[config.mk]
export PLATFORM = sky130hd
export DESIGN_NAME = sss_search_ctrl
export DESIGN_NICKNAME = d
export VERILOG_FILES = /design/src/rtl/sss_ctrl_pkg.sv /design/src/rtl/sss_search_ctrl.sv
export SDC_FILE = /design/constraint.sdc
export NUM_CORES = 1
export LEC_CHECK = 0
export ABC_CLOCK_PERIOD_IN_PS = 2150
export CAP_MARGIN = 20
export CORE_MARGIN = 8
export CORE_UTILIZATION = 31
export DETAILED_ROUTE_END_ITERATION = 8
export DONT_BUFFER_PORTS = 1
export GPL_TIMING_DRIVEN = 0
export PLACE_DENSITY = 0.52
export SLEW_MARGIN = 0
export SYNTH_ARGS = -nofsm -noshare
export SYNTH_HDL_FRONTEND = slang
export SYNTH_SLANG_ARGS = --single-unit
[constraint.sdc]
create_clock -name clk_i -period 2.15 [get_ports clk_i]
set_input_delay 0.215 -clock clk_i [delete_from_list [all_inputs] [get_ports clk_i]]
set_output_delay 0.215 -clock clk_i [all_outputs]
set_load 0.05 [all_outputs]
[src/rtl/sss_ctrl_pkg.sv]
// Shared types and constants for the SSS search sequencing controller.
package sss_ctrl_pkg;

    typedef enum logic [1:0] {
        ST_IDLE,
        ST_WAIT_SSS,
        ST_FEED,
        ST_SEARCH
    } sss_state_t;

    localparam logic [1:0] ERR_TIMEOUT   = 2'd1;
    localparam logic [1:0] ERR_SHORT_SYM = 2'd2;
    localparam logic [1:0] ERR_NOT_INIT  = 2'd3;

    localparam int N_ID_1_W = 9;
    localparam int N_ID_W   = 10;

endpackage

[src/rtl/sss_search_ctrl.sv]
// Sequences the SSS detector: waits for the SSS symbol, gates 127 bits in,
// supervises the hypothesis search with a timeout and publishes N_id.
module sss_search_ctrl
    import sss_ctrl_pkg::*;
#(
    parameter int SSS_LEN        = 127,
    parameter int SSS_SYM_OFFSET = 1,
    parameter int INIT_CYCLES    = 160,
    parameter int TIMEOUT_CYCLES = 48000
) (
    input  logic                clk_i,
    input  logic                reset_ni,
    input  logic [1:0]          N_id_2_i,
    input  logic                N_id_2_valid_i,
    input  logic                symbol_start_i,
    input  logic                s_axis_in_tdata,
    input  logic                s_axis_in_tvalid,
    output logic                det_reset_no,
    output logic                det_tdata_o,
    output logic                det_tvalid_o,
    output logic [1:0]          det_N_id_2_o,
    output logic                det_N_id_2_valid_o,
    input  logic [N_ID_1_W-1:0] det_N_id_1_i,
    input  logic [N_ID_W-1:0]   det_N_id_i,
    input  logic                det_valid_i,
    output logic [N_ID_W-1:0]   N_id_o,
    output logic [N_ID_1_W-1:0] N_id_1_o,
    output logic [1:0]          N_id_2_o,
    output logic                N_id_valid_o,
    output logic                busy_o,
    output logic                error_o,
    output logic [1:0]          error_code_o,
    output logic                overrun_o
);

    localparam int SYM_W  = $clog2(SSS_SYM_OFFSET + 1);
    localparam int INIT_W = $clog2(INIT_CYCLES + 1);
    localparam int TMO_W  = $clog2(TIMEOUT_CYCLES);

    localparam logic [SYM_W-1:0]  SYM_LAST  = SYM_W'(SSS_SYM_OFFSET);
    localparam logic [INIT_W-1:0] INIT_DONE = INIT_W'(INIT_CYCLES);
    localparam logic [TMO_W-1:0]  TMO_LAST  = TMO_W'(TIMEOUT_CYCLES - 1);
    localparam logic [6:0]        BIT_LAST  = 7'(SSS_LEN - 1);

    sss_state_t state_q, state_d;

    logic [SYM_W-1:0]    sym_cnt_q, sym_cnt_d, sym_inc;
    logic [INIT_W-1:0]   init_cnt_q, init_cnt_d;
    logic [6:0]          bit_cnt_q, bit_cnt_d;
    logic [TMO_W-1:0]    tmo_cnt_q, tmo_cnt_d;

    logic                det_reset_d, det_tdata_d, det_tvalid_d;
    logic [1:0]          n_id_2_lat_d;
    logic                det_n2_valid_d;
    logic [N_ID_W-1:0]   n_id_d;
    logic [N_ID_1_W-1:0] n_id_1_d;
    logic [1:0]          n_id_2_res_d;
    logic                n_id_valid_d, error_d, overrun_d;
    logic [1:0]          error_code_d;

    assign sym_inc = sym_cnt_q + SYM_W'(1);
    assign busy_o  = (state_q != ST_IDLE);

    always_comb begin
        state_d        = state_q;
        sym_cnt_d      = sym_cnt_q;
        init_cnt_d     = init_cnt_q;
        bit_cnt_d      = bit_cnt_q;
        tmo_cnt_d      = tmo_cnt_q;
        det_reset_d    = det_reset_no;
        det_tdata_d    = det_tdata_o;
        det_tvalid_d   = 1'b0;
        n_id_2_lat_d   = det_N_id_2_o;
        det_n2_valid_d = 1'b0;
        n_id_d         = N_id_o;
        n_id_1_d       = N_id_1_o;
        n_id_2_res_d   = N_id_2_o;
        n_id_valid_d   = 1'b0;
        error_d        = 1'b0;
        error_code_d   = error_code_o;
        overrun_d      = 1'b0;

        if (state_q != ST_IDLE) begin
            if (init_cnt_q < INIT_DONE) init_cnt_d = init_cnt_q + INIT_W'(1);
            if (N_id_2_valid_i) overrun_d = 1'b1;
        end

        case (state_q)
            ST_IDLE: begin
                det_reset_d = 1'b0;
                if (N_id_2_valid_i) begin
                    n_id_2_lat_d   = N_id_2_i;
                    det_reset_d    = 1'b1;
                    det_n2_valid_d = 1'b1;
                    sym_cnt_d      = '0;
                    init_cnt_d     = '0;
                    state_d        = ST_WAIT_SSS;
                end
            end
            ST_WAIT_SSS: begin
                if (symbol_start_i) begin
                    sym_cnt_d = sym_inc;
                    if (sym_inc == SYM_LAST) begin
                        if (init_cnt_q < INIT_DONE) begin
                            error_d      = 1'b1;
                            error_code_d = ERR_NOT_INIT;
                            det_reset_d  = 1'b0;
                            state_d      = ST_IDLE;
                        end else begin
                            bit_cnt_d = '0;
                            state_d   = ST_FEED;
                        end
                    end
                end
            end
            ST_FEED: begin
                // The final bit takes priority over a coincident symbol start.
                if (s_axis_in_tvalid) begin
                    det_tdata_d  = s_axis_in_tdata;
                    det_tvalid_d = 1'b1;
                    bit_cnt_d    = bit_cnt_q + 7'd1;
                end
                if (s_axis_in_tvalid && bit_cnt_q == BIT_LAST) begin
                    tmo_cnt_d = '0;
                    state_d   = ST_SEARCH;
                end else if (symbol_start_i) begin
                    error_d      = 1'b1;
                    error_code_d = ERR_SHORT_SYM;
                    det_reset_d  = 1'b0;
                    state_d      = ST_IDLE;
                end
            end
            ST_SEARCH: begin
                tmo_cnt_d = tmo_cnt_q + TMO_W'(1);
                if (det_valid_i) begin
                    n_id_d       = det_N_id_i;
                    n_id_1_d     = det_N_id_1_i;
                    n_id_2_res_d = det_N_id_2_o;
                    n_id_valid_d = 1'b1;
                    det_reset_d  = 1'b0;
                    state_d      = ST_IDLE;
                end else if (tmo_cnt_q == TMO_LAST) begin
                    error_d      = 1'b1;
                    error_code_d = ERR_TIMEOUT;
                    det_reset_d  = 1'b0;
                    state_d      = ST_IDLE;
                end
            end
            default: begin
                det_reset_d = 1'b0;
                state_d     = ST_IDLE;
            end
        endcase
    end

    always_ff @(posedge clk_i or negedge reset_ni) begin
        if (!reset_ni) begin
            state_q            <= ST_IDLE;
            sym_cnt_q          <= '0;
            init_cnt_q         <= '0;
            bit_cnt_q          <= '0;
            tmo_cnt_q          <= '0;
            det_reset_no       <= 1'b0;
            det_tdata_o        <= 1'b0;
            det_tvalid_o       <= 1'b0;
            det_N_id_2_o       <= '0;
            det_N_id_2_valid_o <= 1'b0;
            N_id_o             <= '0;
            N_id_1_o           <= '0;
            N_id_2_o           <= '0;
            N_id_valid_o       <= 1'b0;
            error_o            <= 1'b0;
            error_code_o       <= '0;
            overrun_o          <= 1'b0;
        end else begin
            state_q            <= state_d;
            sym_cnt_q          <= sym_cnt_d;
            init_cnt_q         <= init_cnt_d;
            bit_cnt_q          <= bit_cnt_d;
            tmo_cnt_q          <= tmo_cnt_d;
            det_reset_no       <= det_reset_d;
            det_tdata_o        <= det_tdata_d;
            det_tvalid_o       <= det_tvalid_d;
            det_N_id_2_o       <= n_id_2_lat_d;
            det_N_id_2_valid_o <= det_n2_valid_d;
            N_id_o             <= n_id_d;
            N_id_1_o           <= n_id_1_d;
            N_id_2_o           <= n_id_2_res_d;
            N_id_valid_o       <= n_id_valid_d;
            error_o            <= error_d;
            error_code_o       <= error_code_d;
            overrun_o          <= overrun_d;
        end
    end

endmodule

-- Yosys cells after proc, flatten, opt, wreduce, memory -nomap -nowiden
Index checks and enable logic that the tools add are counted.
- flip-flop bits (word level): 66
- input port bits: 28
- output and inout port bits: 33
- logic and storage cells: 110
- add/subtract/negate cells: 4
- magnitude comparators: 1
- eq/ne operators: 18
- multiplexer cells: 54
- reductions and logical operators: 16
- operators with widths (operator ; count):
    $mux 8 ; 4
    $pmux 16 s2 ; 1
    $mux 2 ; 15
    $mux 7 ; 4
    $mux 1 ; 23
    $ne 2x2->1 const B ; 11
    $add 16x1->16 const B ; 1
    $eq 16x16->1 const B ; 1
    $mux 16 ; 1
    $pmux 7 s2 ; 1
    $reduce_and 5->1 ; 2
    $add 8x1->8 const B ; 1
    $lt 8x8->1 const B ; 1
    $pmux 2 s4 ; 1
    $reduce_and 2->1 ; 4
    $reduce_and 8->1 ; 1
    $reduce_bool 2->1 ; 4
    $add 7x1->7 const B ; 1
    $eq 7x7->1 const B ; 1
    $ne 3x3->1 const B ; 2
    $pmux 2 s3 ; 1
    $reduce_and 6->1 ; 1
    $eq 2x2->1 const B ; 2
    $pmux 1 s4 ; 1
    other kinds (8) ; 8

-- Depth between registers and ports, before layout
Gate-level depths: netlist of the first run.
- word-level depth: 5
- depth in mapped cells: 7
- mapped depth without buffers: 6

-- Worst setup path before layout of the first run
No wires, ideal clock.
- path type: register to register
- start point: reg bit_cnt_q[0]
- end point: reg tmo_cnt_q[11]
- library setup time: 0.119 ns
- arrival time: 1.597 ns
- data required time: 2.031 ns
- slack: 0.434 ns
- stages on the path, launching flop included: 8
- buffers on the path: 1
- period minus slack after synthesis: 1.716 ns
- path through: dfrtp_1 inv_1 ha_1 and4_1 a21oi_1 clkbuf_1 nor3_1 o21a_1
- cells in the longest elaborated chain, start to end: 4
- RTL lines (element ; RTL line ; RTL):
    start: declaration ; sss_search_ctrl.sv:49 ; logic [6:0] bit_cnt_q, bit_cnt_d;
    start signal: assignment ; sss_search_ctrl.sv:179 ; bit_cnt_q <= bit_cnt_d;
    $eq 7x7->1 ; sss_search_ctrl.sv:123 ; if (s_axis_in_tvalid && bit_cnt_q == BIT_LAST) begin
    $logic_and 1x1->1 ; sss_search_ctrl.sv:123 ;
    $ne 2x2->1 (no source line) ; - ;
    $reduce_and 2->1 (no source line) ; - ;
    end signal: assignment ; sss_search_ctrl.sv:180 ; tmo_cnt_q <= tmo_cnt_d;
    end: declaration ; sss_search_ctrl.sv:50 ; logic [TMO_W-1:0] tmo_cnt_q, tmo_cnt_d;
Every way passes these cells.
A chain may end at the register's enable or synchronous reset.

-- Final worst setup path of the first run
- start point: reg tmo_cnt_q[0]
- end point: reg tmo_cnt_q[14]
- cells in the longest elaborated chain, start to end: 2
- RTL lines (element ; RTL line ; RTL):
    $add 16x1->16 ; sss_search_ctrl.sv:134 ; tmo_cnt_d = tmo_cnt_q + TMO_W'(1);
    $pmux 16 s2 ; sss_search_ctrl.sv:88 ; case (state_q)
Every way passes these cells.

==> results.tsv, run 1 <==
stage	metric	value	unit
synth	Syn Std Cell Area	0.003102	sq mm
global_routing	first-pass GRT wire length	12.30	mm
route	Post-Route WL	7.345	mm
power	internal power	2721	uW
floorplan	starting utilization of the core area	0.3188	
critical_path	startpoint types	register	
power	Flop pwr share	0.579	
synth	Top FF cell, synth	dfrtp_1	
finish	fraction of layout instances using a drive strength above 1	0.1754	
sta	Setup Skew	10.13	ps
critical_path	slowest cell on the critical path	or4_1	
critical_path	crit-path cells	ha_2, nand4_1, or2_0, or4_1, a21oi_1	
sta	Setup TNS	0	ps
critical_path	FF-to-FF path depth	5	
finish	# nets final	352	
floorplan	Boundary Pins	61	
route	DRC Markers	0	
finish	fin cells	458	
synth	number of enable flip-flop cells after synthesis	0	
min_path	WHS Path Cells	1	
synth	asr flop ratio synth	1.000	
critical_path	crit path max fanout	7	
finish	commonest cells after routing, fill and taps aside	66 x dfrtp_1, 25 x nand2_1, 24 x mux2_2	
sta	fmax	521.1	MHz
synth	cells after synthesis	286	
finish	synthesis-to-finish area growth	20.65	%
finish	fin util	0.3846	
cts	CTS tree	done	
cts	clock transition at the registers of the reported paths	80	ps
min_path	hold path start	N_id_2_i[0]	
placement	Port Buffers	0	
route	mean routed wirelength per cell	16.04	um
power	Combinational Power Share	0.207	
synth	average cell area after synthesis	10.85	sq um
finish	ANT cells	0	
finish	fill count	979	
cts	CTS Sinks	66	
min_path	hold crit path type	in -> reg	
global_routing	vias in the first global route	2398	
sta	Final Hold Viols	0	
critical_path	flop-to-flop setup slack	230	ps
global_routing	pin count of the biggest net entering global routing	67	
cts	root buf cell	clkbuf_8	
placement	Place WS	42.78	ps
route	drt initial violations	100	
critical_path	worst path required time	2420	ps
global_routing	Remaining Overflow, GRT	0	
synth	register bit total from synthesis	66	
finish	commonest non-fill, non-tap cell in the layout	dfrtp_1	
synth	Yosys Warn Count	0	
flow_run	Max-Cap Viols	0	
cts	Skew-Pair Late Insertion Delay	350	ps
sta	hold slack	22.74	ps
route	via/cell ratio	5.098	
critical_path	FF-to-FF End	tmo_cnt_q[14]	
sta	Worst Tran Pin Value	689.0	ps
synth	Synth Net Count	318	
critical_path	Worst setup EP type	register	
placement	Detailed Place HPWL	5.066	mm
sta	RSZ-0062 raised after global routing	no	
cts	H-Tree Depth	3	
route	antenna viol nets, final	0	
floorplan	core footprint	0.009729	sq mm
critical_path	crit-path max cell delay	500	ps
critical_path	worst path arrival time	2190	ps
floorplan	row count	36	
critical_path	Critical Path Sink	tmo_cnt_q[14]	
floorplan	die height	116.0	um
route	DRT Pass-1 Iters	4	
sta	Max transition margin	0.5381	
sta	Final Max Slew Viols	0	
sta	Final min period	1919	ps
power	LEAKAGE	0.001611	uW
critical_path	CP startpoint	tmo_cnt_q[0]	
placement	Placer Congestion	0.7631	
placement	placed insts	419	
sta	final setup margin	231.0	ps
global_routing	Total Routing Usage GR	0.1167	
floorplan	chip width	116.0	um
critical_path	critical path type	reg -> reg	
power	P per Cell Area	1379	mW/mm^2
synth	sequential-to-total area share from yosys stat	0.5325	
synth	Cell variety after synth	47	
status	status	finished clean	
critical_path	RR Startpoint	tmo_cnt_q[0]	
sta	final setup vio count	0	
power	Clock power frac	0.214	
power	Net Switching	2438	uW
power	Sw Ratio	0.4726	
cts	Setup Buffers After CTS	0	
power	Peak VDD IR	0.9133	mV
global_routing	initial antenna violation count	0	
route	vias	2335	
floorplan	Die Area	0.01346	sq mm
cts	TritonCTS buffer count	9	
sta	final worst path period share	0.8926	
cts	Max clock buf depth	2	
## synth_stat cells, drive strengths merged (5+ instances only)
library cell,n,share of area
a21oi,20,0.032
and2,5,0.010
and4,6,0.017
buf,5,0.011
dfrtp,66,0.53
inv,8,0.0097
mux2,24,0.087
mux2i,8,0.026
nand2,25,0.030
nand3,17,0.027
nand4,8,0.018
nor2,7,0.0085
nor3,5,0.0097
o21ai,22,0.035
o31ai,5,0.012
or3,11,0.022
## per-stage QoR
stage	power, uW	cell area (sq um)
2_1_floorplan	3719	3102
3_3_place_gp	4005	3268
3_5_place_dp	4032	3268
4_1_cts	5216	3707
5_1_grt	5475	3742
6_report	5159	3742
## cell type report
type	count	area (sq um)	share of cell area
well taps	133	166.4	0.04447
flip-flops and latches	66	1652	0.4413
plain buffers	7	42.54	0.01137
multi-input cells	205	1393	0.3721
clock buffers	10	137.6	0.03678
repair buffers	23	247.7	0.06620
inverters	8	30.03	0.008024
clock inverters	6	73.82	0.01973
## kinds of logic (layout without fill, tap and decap cells)
family          count (synthesis)  after routing  share of synthesized area
compound gates                 61             61                     0.1166
fa+ha+maj                       4              4                    0.01614
xor+xnor                        1              1                   0.002824
buf+inv                        15             54                    0.02299
simple gates                  107            107                     0.1960
mux                            32             32                     0.1130
flops                          66             66                     0.5325
## flip-flops by register name, indices dropped and copies added, names as in the netlist, 2 cells and up
| name | count |
|---|---|
| tmo_cnt_q | 16 |
| state_q | 2 |
| N_id_o | 10 |
| det_N_id_2_o | 2 |
| init_cnt_q | 8 |
| N_id_2_o | 2 |
| bit_cnt_q | 7 |
| error_code_o | 2 |
| N_id_1_o | 9 |
## metal layers
layer | vias up | track usage | share of wire
met5 | - | 0 | 0
met4 | 0 | 0.04667 | 0.014
met2 | 54 | 0.1738 | 0.46
li1 | 1116 | - | -
met1 | 1155 | 0.1449 | 0.45
met3 | 10 | 0.05055 | 0.080
## worst max-delay path: cells and delay by family, from the launching register on
family	cells	cell delay (ps)
flops	1	460
simple gates	3	910
compound gates	1	180
fa+ha+maj	1	290
## worst min-delay path by stage
stage                                 end  slack (ps)
after floorplan               N_id_1_o[0]         -80
after global placement       det_tvalid_o         -80
after detailed placement     det_tvalid_o         -80
after CTS                     det_tdata_o           1
after global routing      det_N_id_2_o[0]           6
final                     det_N_id_2_o[0]          20
## power by group through the flow
stage          clock network (uW)  logic (uW)  registers, uW
3_5_place_dp                    0        1010           3030
5_1_grt                      1200        1210           3070
2_1_floorplan                   0         833           2890
4_1_cts                      1140        1070           3000
6_report                     1100        1070           2990
3_3_place_gp                    0         984           3020
## repair_timing
action	in CTS	in global routing
endpoints found under the setup margin	0	11
gates resized for setup	0	5
endpoints found under the hold margin	85	2
hold buffers	21	2
No activity file was read; power rests on OpenSTA's default activity.
==> run 2: changes to the inputs <==
CELL_PAD_IN_SITES_DETAIL_PLACEMENT = 1   (was unset)
CELL_PAD_IN_SITES_GLOBAL_PLACEMENT = 1   (was unset)
PLACE_DENSITY = 0.61   (was 0.52)
==> run 2 against run 1 <==
  * Non-clock buffer count did not move
  * Flip-flop and latch count did not move
  * Global-route usage grew 1.0 points
  * Highest routed layer unchanged
==> results.tsv, run 2 (synthesized netlist as in run 1, its figures left out) <==
stage	metric	value	unit	change
critical_path	worst path required time	2420	ps	about the same
sta	fmax	510.5	MHz	was 521.1 MHz
placement	Port Buffers	0		unchanged
power	LEAKAGE	0.001604	uW	was 0.001611 uW
critical_path	CP startpoint	bit_cnt_q[0]		was tmo_cnt_q[0]
floorplan	core footprint	0.009729	sq mm	unchanged
global_routing	met2 Use GR	0.1934		was 0.1738
route	DRC Markers	0		unchanged
finish	biggest regs	tmo_cnt_q x16, N_id_o x10, N_id_1_o x9		unchanged
cts	root buf cell	clkbuf_8		unchanged
route	mean routed wirelength per cell	17.50	um	was 16.04 um
finish	commonest cells after routing, fill and taps aside	66 x dfrtp_1, 25 x nand2_1, 24 x mux2_2		unchanged
global_routing	initial antenna violation count	0		unchanged
route	vias	2369		was 2335
cts	Setup Buffers After CTS	0		unchanged
finish	commonest non-fill, non-tap cell in the layout	dfrtp_1		unchanged
finish	synthesis-to-finish area growth	20.41	%	was 20.65%
critical_path	startpoint types	register		unchanged
finish	# nets final	352		unchanged
global_routing	grt met3 use	0.05628		was 0.05055
critical_path	CP top delay family	simple AND/OR/NAND/NOR gates		unchanged
critical_path	FF-to-FF path depth	7		was 5
power	Clock power frac	0.214		about the same
placement	placed insts	419		unchanged
floorplan	chip width	116.0	um	unchanged
cts	Max clock buf depth	2		unchanged
sta	Setup TNS	0	ps	unchanged
sta	final worst path period share	0.9111		was 0.8926
critical_path	RR Startpoint	bit_cnt_q[0]		was tmo_cnt_q[0]
critical_path	flop-to-flop setup slack	190	ps	was 230 ps
critical_path	instance count on the critical path	7		was 5
global_routing	Remaining Overflow, GRT	0		unchanged
finish	ANT cells	0		unchanged
route	drt initial violations	70		was 100
finish	FF/Latch Area	0.001652	sq mm	unchanged
sta	final setup margin	191.2	ps	was 231.0 ps
floorplan	row count	36		unchanged
cts	TritonCTS buffer count	9		unchanged
global_routing	met1 usage	0.1584		was 0.1449
power	Sw Ratio	0.4812		was 0.4726
power	Net Switching	2496	uW	was 2438 uW
flow_run	Max-Cap Viols	0		unchanged
power	Peak VDD IR	0.9201	mV	was 0.9133 mV
sta	Final Hold Viols	0		unchanged
route	via/cell ratio	5.172		was 5.098
sta	Max transition margin	0.5079		was 0.5381
critical_path	crit-path cells	inv_1, ha_1, nand3_1, or3_1, clkbuf_1, o211ai_1, a2bb2oi_1		was ha_2, nand4_1, or2_0, or4_1, a21oi_1
placement	Place WS	-42.43	ps	was 42.78 ps
placement	Detailed Place HPWL	5.517	mm	was 5.066 mm
status	status	finished clean		unchanged
cts	clock transition at the registers of the reported paths	80	ps	about the same
critical_path	Worst setup EP type	register		unchanged
min_path	hold crit path type	in -> reg		unchanged
finish	max reg flops	16		unchanged
floorplan	Die Area	0.01346	sq mm	unchanged
route	DRT Pass-1 Iters	4		unchanged
placement	Placer Congestion	0.7306		was 0.7631
power	internal power	2691	uW	was 2721 uW
power	total power	5187	uW	was 5159 uW
cts	CTS tree	done		unchanged
critical_path	slowest cell on the critical path	dfrtp_1		was or4_1
floorplan	Boundary Pins	61		unchanged
finish	Most flops, register	tmo_cnt_q		unchanged
critical_path	Critical Path Sink	state_q[1]		was tmo_cnt_q[14]
cts	H-Tree Depth	3		unchanged
sta	RSZ-0062 raised after global routing	no		unchanged
global_routing	first-pass GRT wire length	13.48	mm	was 12.30 mm
global_routing	Most Crowded Layer GR	met2		unchanged
floorplan	starting utilization of the core area	0.3188		unchanged
critical_path	FF-to-FF End	state_q[1]		was tmo_cnt_q[14]
route	antenna viol nets, final	0		unchanged
global_routing	pin count of the biggest net entering global routing	67		unchanged
finish	fin cells	458		unchanged
global_routing	Total Routing Usage GR	0.1269		was 0.1167
critical_path	WP buf/inv	2		was 0
sta	Final Max Slew Viols	0		unchanged
finish	Multi-input gate area	0.001390	sq mm	was 0.001393 sq mm
floorplan	die height	116.0	um	unchanged
sta	Worst Tran Pin Value	734.2	ps	was 689.0 ps
critical_path	worst path arrival time	2230	ps	was 2190 ps
cts	CTS Sinks	66		unchanged
finish	fill count	1110		was 979
critical_path	crit-path max cell delay	450	ps	was 500 ps
global_routing	vias in the first global route	2546		was 2398
finish	fraction of layout instances using a drive strength above 1	0.1723		was 0.1754
critical_path	crit path max fanout	8		was 7
sta	final setup vio count	0		unchanged
critical_path	critical path type	reg -> reg		unchanged
power	P per Cell Area	1389	mW/mm^2	was 1379 mW/mm^2
route	Post-Route WL	8.013	mm	was 7.345 mm
power	Combinational Power Share	0.208		was 0.207
cts	Skew-Pair Late Insertion Delay	360	ps	was 350 ps
sta	Final min period	1959	ps	was 1919 ps
power	Flop pwr share	0.578		was 0.579
sta	Setup Skew	13.31	ps	was 10.13 ps
[run 2: cell count changes in the layout (fill, tap and decap cells not counted), sizes merged]
cell,previous run,this run
clkinvlp,0,2
inv,10,11
clkinv,3,1
clkbuf,12,11
[run 2: area by class of cell]
| type | count | area share |
|---|---|---|
| well taps | 133 | 0.04456 |
| repair buffers | 23 | 0.06633 |
| clock buffers | 9 | 0.03317 |
| clock inverters | 7 | 0.02211 |
| plain buffers | 7 | 0.01139 |
| inverters | 8 | 0.008040 |
| flip-flops and latches | 66 | 0.4422 |
| multi-input cells | 205 | 0.3722 |
[run 2: per-layer routing]
metal | share of wire | up-vias
met5 | 0 | -
met4 | 0.0062 | 0
met3 | 0.083 | 3
met2 | 0.47 | 58
met1 | 0.44 | 1194
li1 | - | 1114
[run 2: worst min-delay path by stage]
stage | from | endpoint | slack, ps | cells past startpoint
floorplan | reset_ni | N_id_1_o[0] | -80 | 0
global placement | reset_ni | det_tvalid_o | -80 | 0
detailed placement | reset_ni | det_tvalid_o | -80 | 0
CTS | det_N_id_i[0] | N_id_o[0] | 0.6 | 1
global route | det_N_id_1_i[3] | N_id_1_o[3] | 2 | 1
finish | det_N_id_1_i[1] | N_id_1_o[1] | 10 | 1
[run 2: power groups by stage]
stage / clock (uW) / combinational (uW) / sequential (uW)
2_1_floorplan: 0 / 833 / 2890
3_3_place_gp: 0 / 988 / 3030
3_5_place_dp: 0 / 1030 / 3030
4_1_cts: 1140 / 1090 / 3010
5_1_grt: 1190 / 1220 / 3070
6_report: 1110 / 1080 / 3000
[run 2: timing repair]
| action | in CTS | in global routing |
|---|---|---|
| hold buffers | 20 | 3 |
| hold endpoints to repair | 84 | 3 |
| endpoints found under the setup margin | 9 | 8 |
| gates resized for setup | 1 | 2 |
| gates cloned | 0 | 0 |
[run 2: metrics by stage]
step	util	area [sq um]	hold slack, ps
2_1_floorplan	-	3102	-80.59
3_3_place_gp	0.3359	3268	-76.67
3_5_place_dp	0.3359	3268	-75.79
4_1_cts	0.3796	3694	0.6027
5_1_grt	0.3839	3735	1.746
6_report	0.3839	3735	12.43
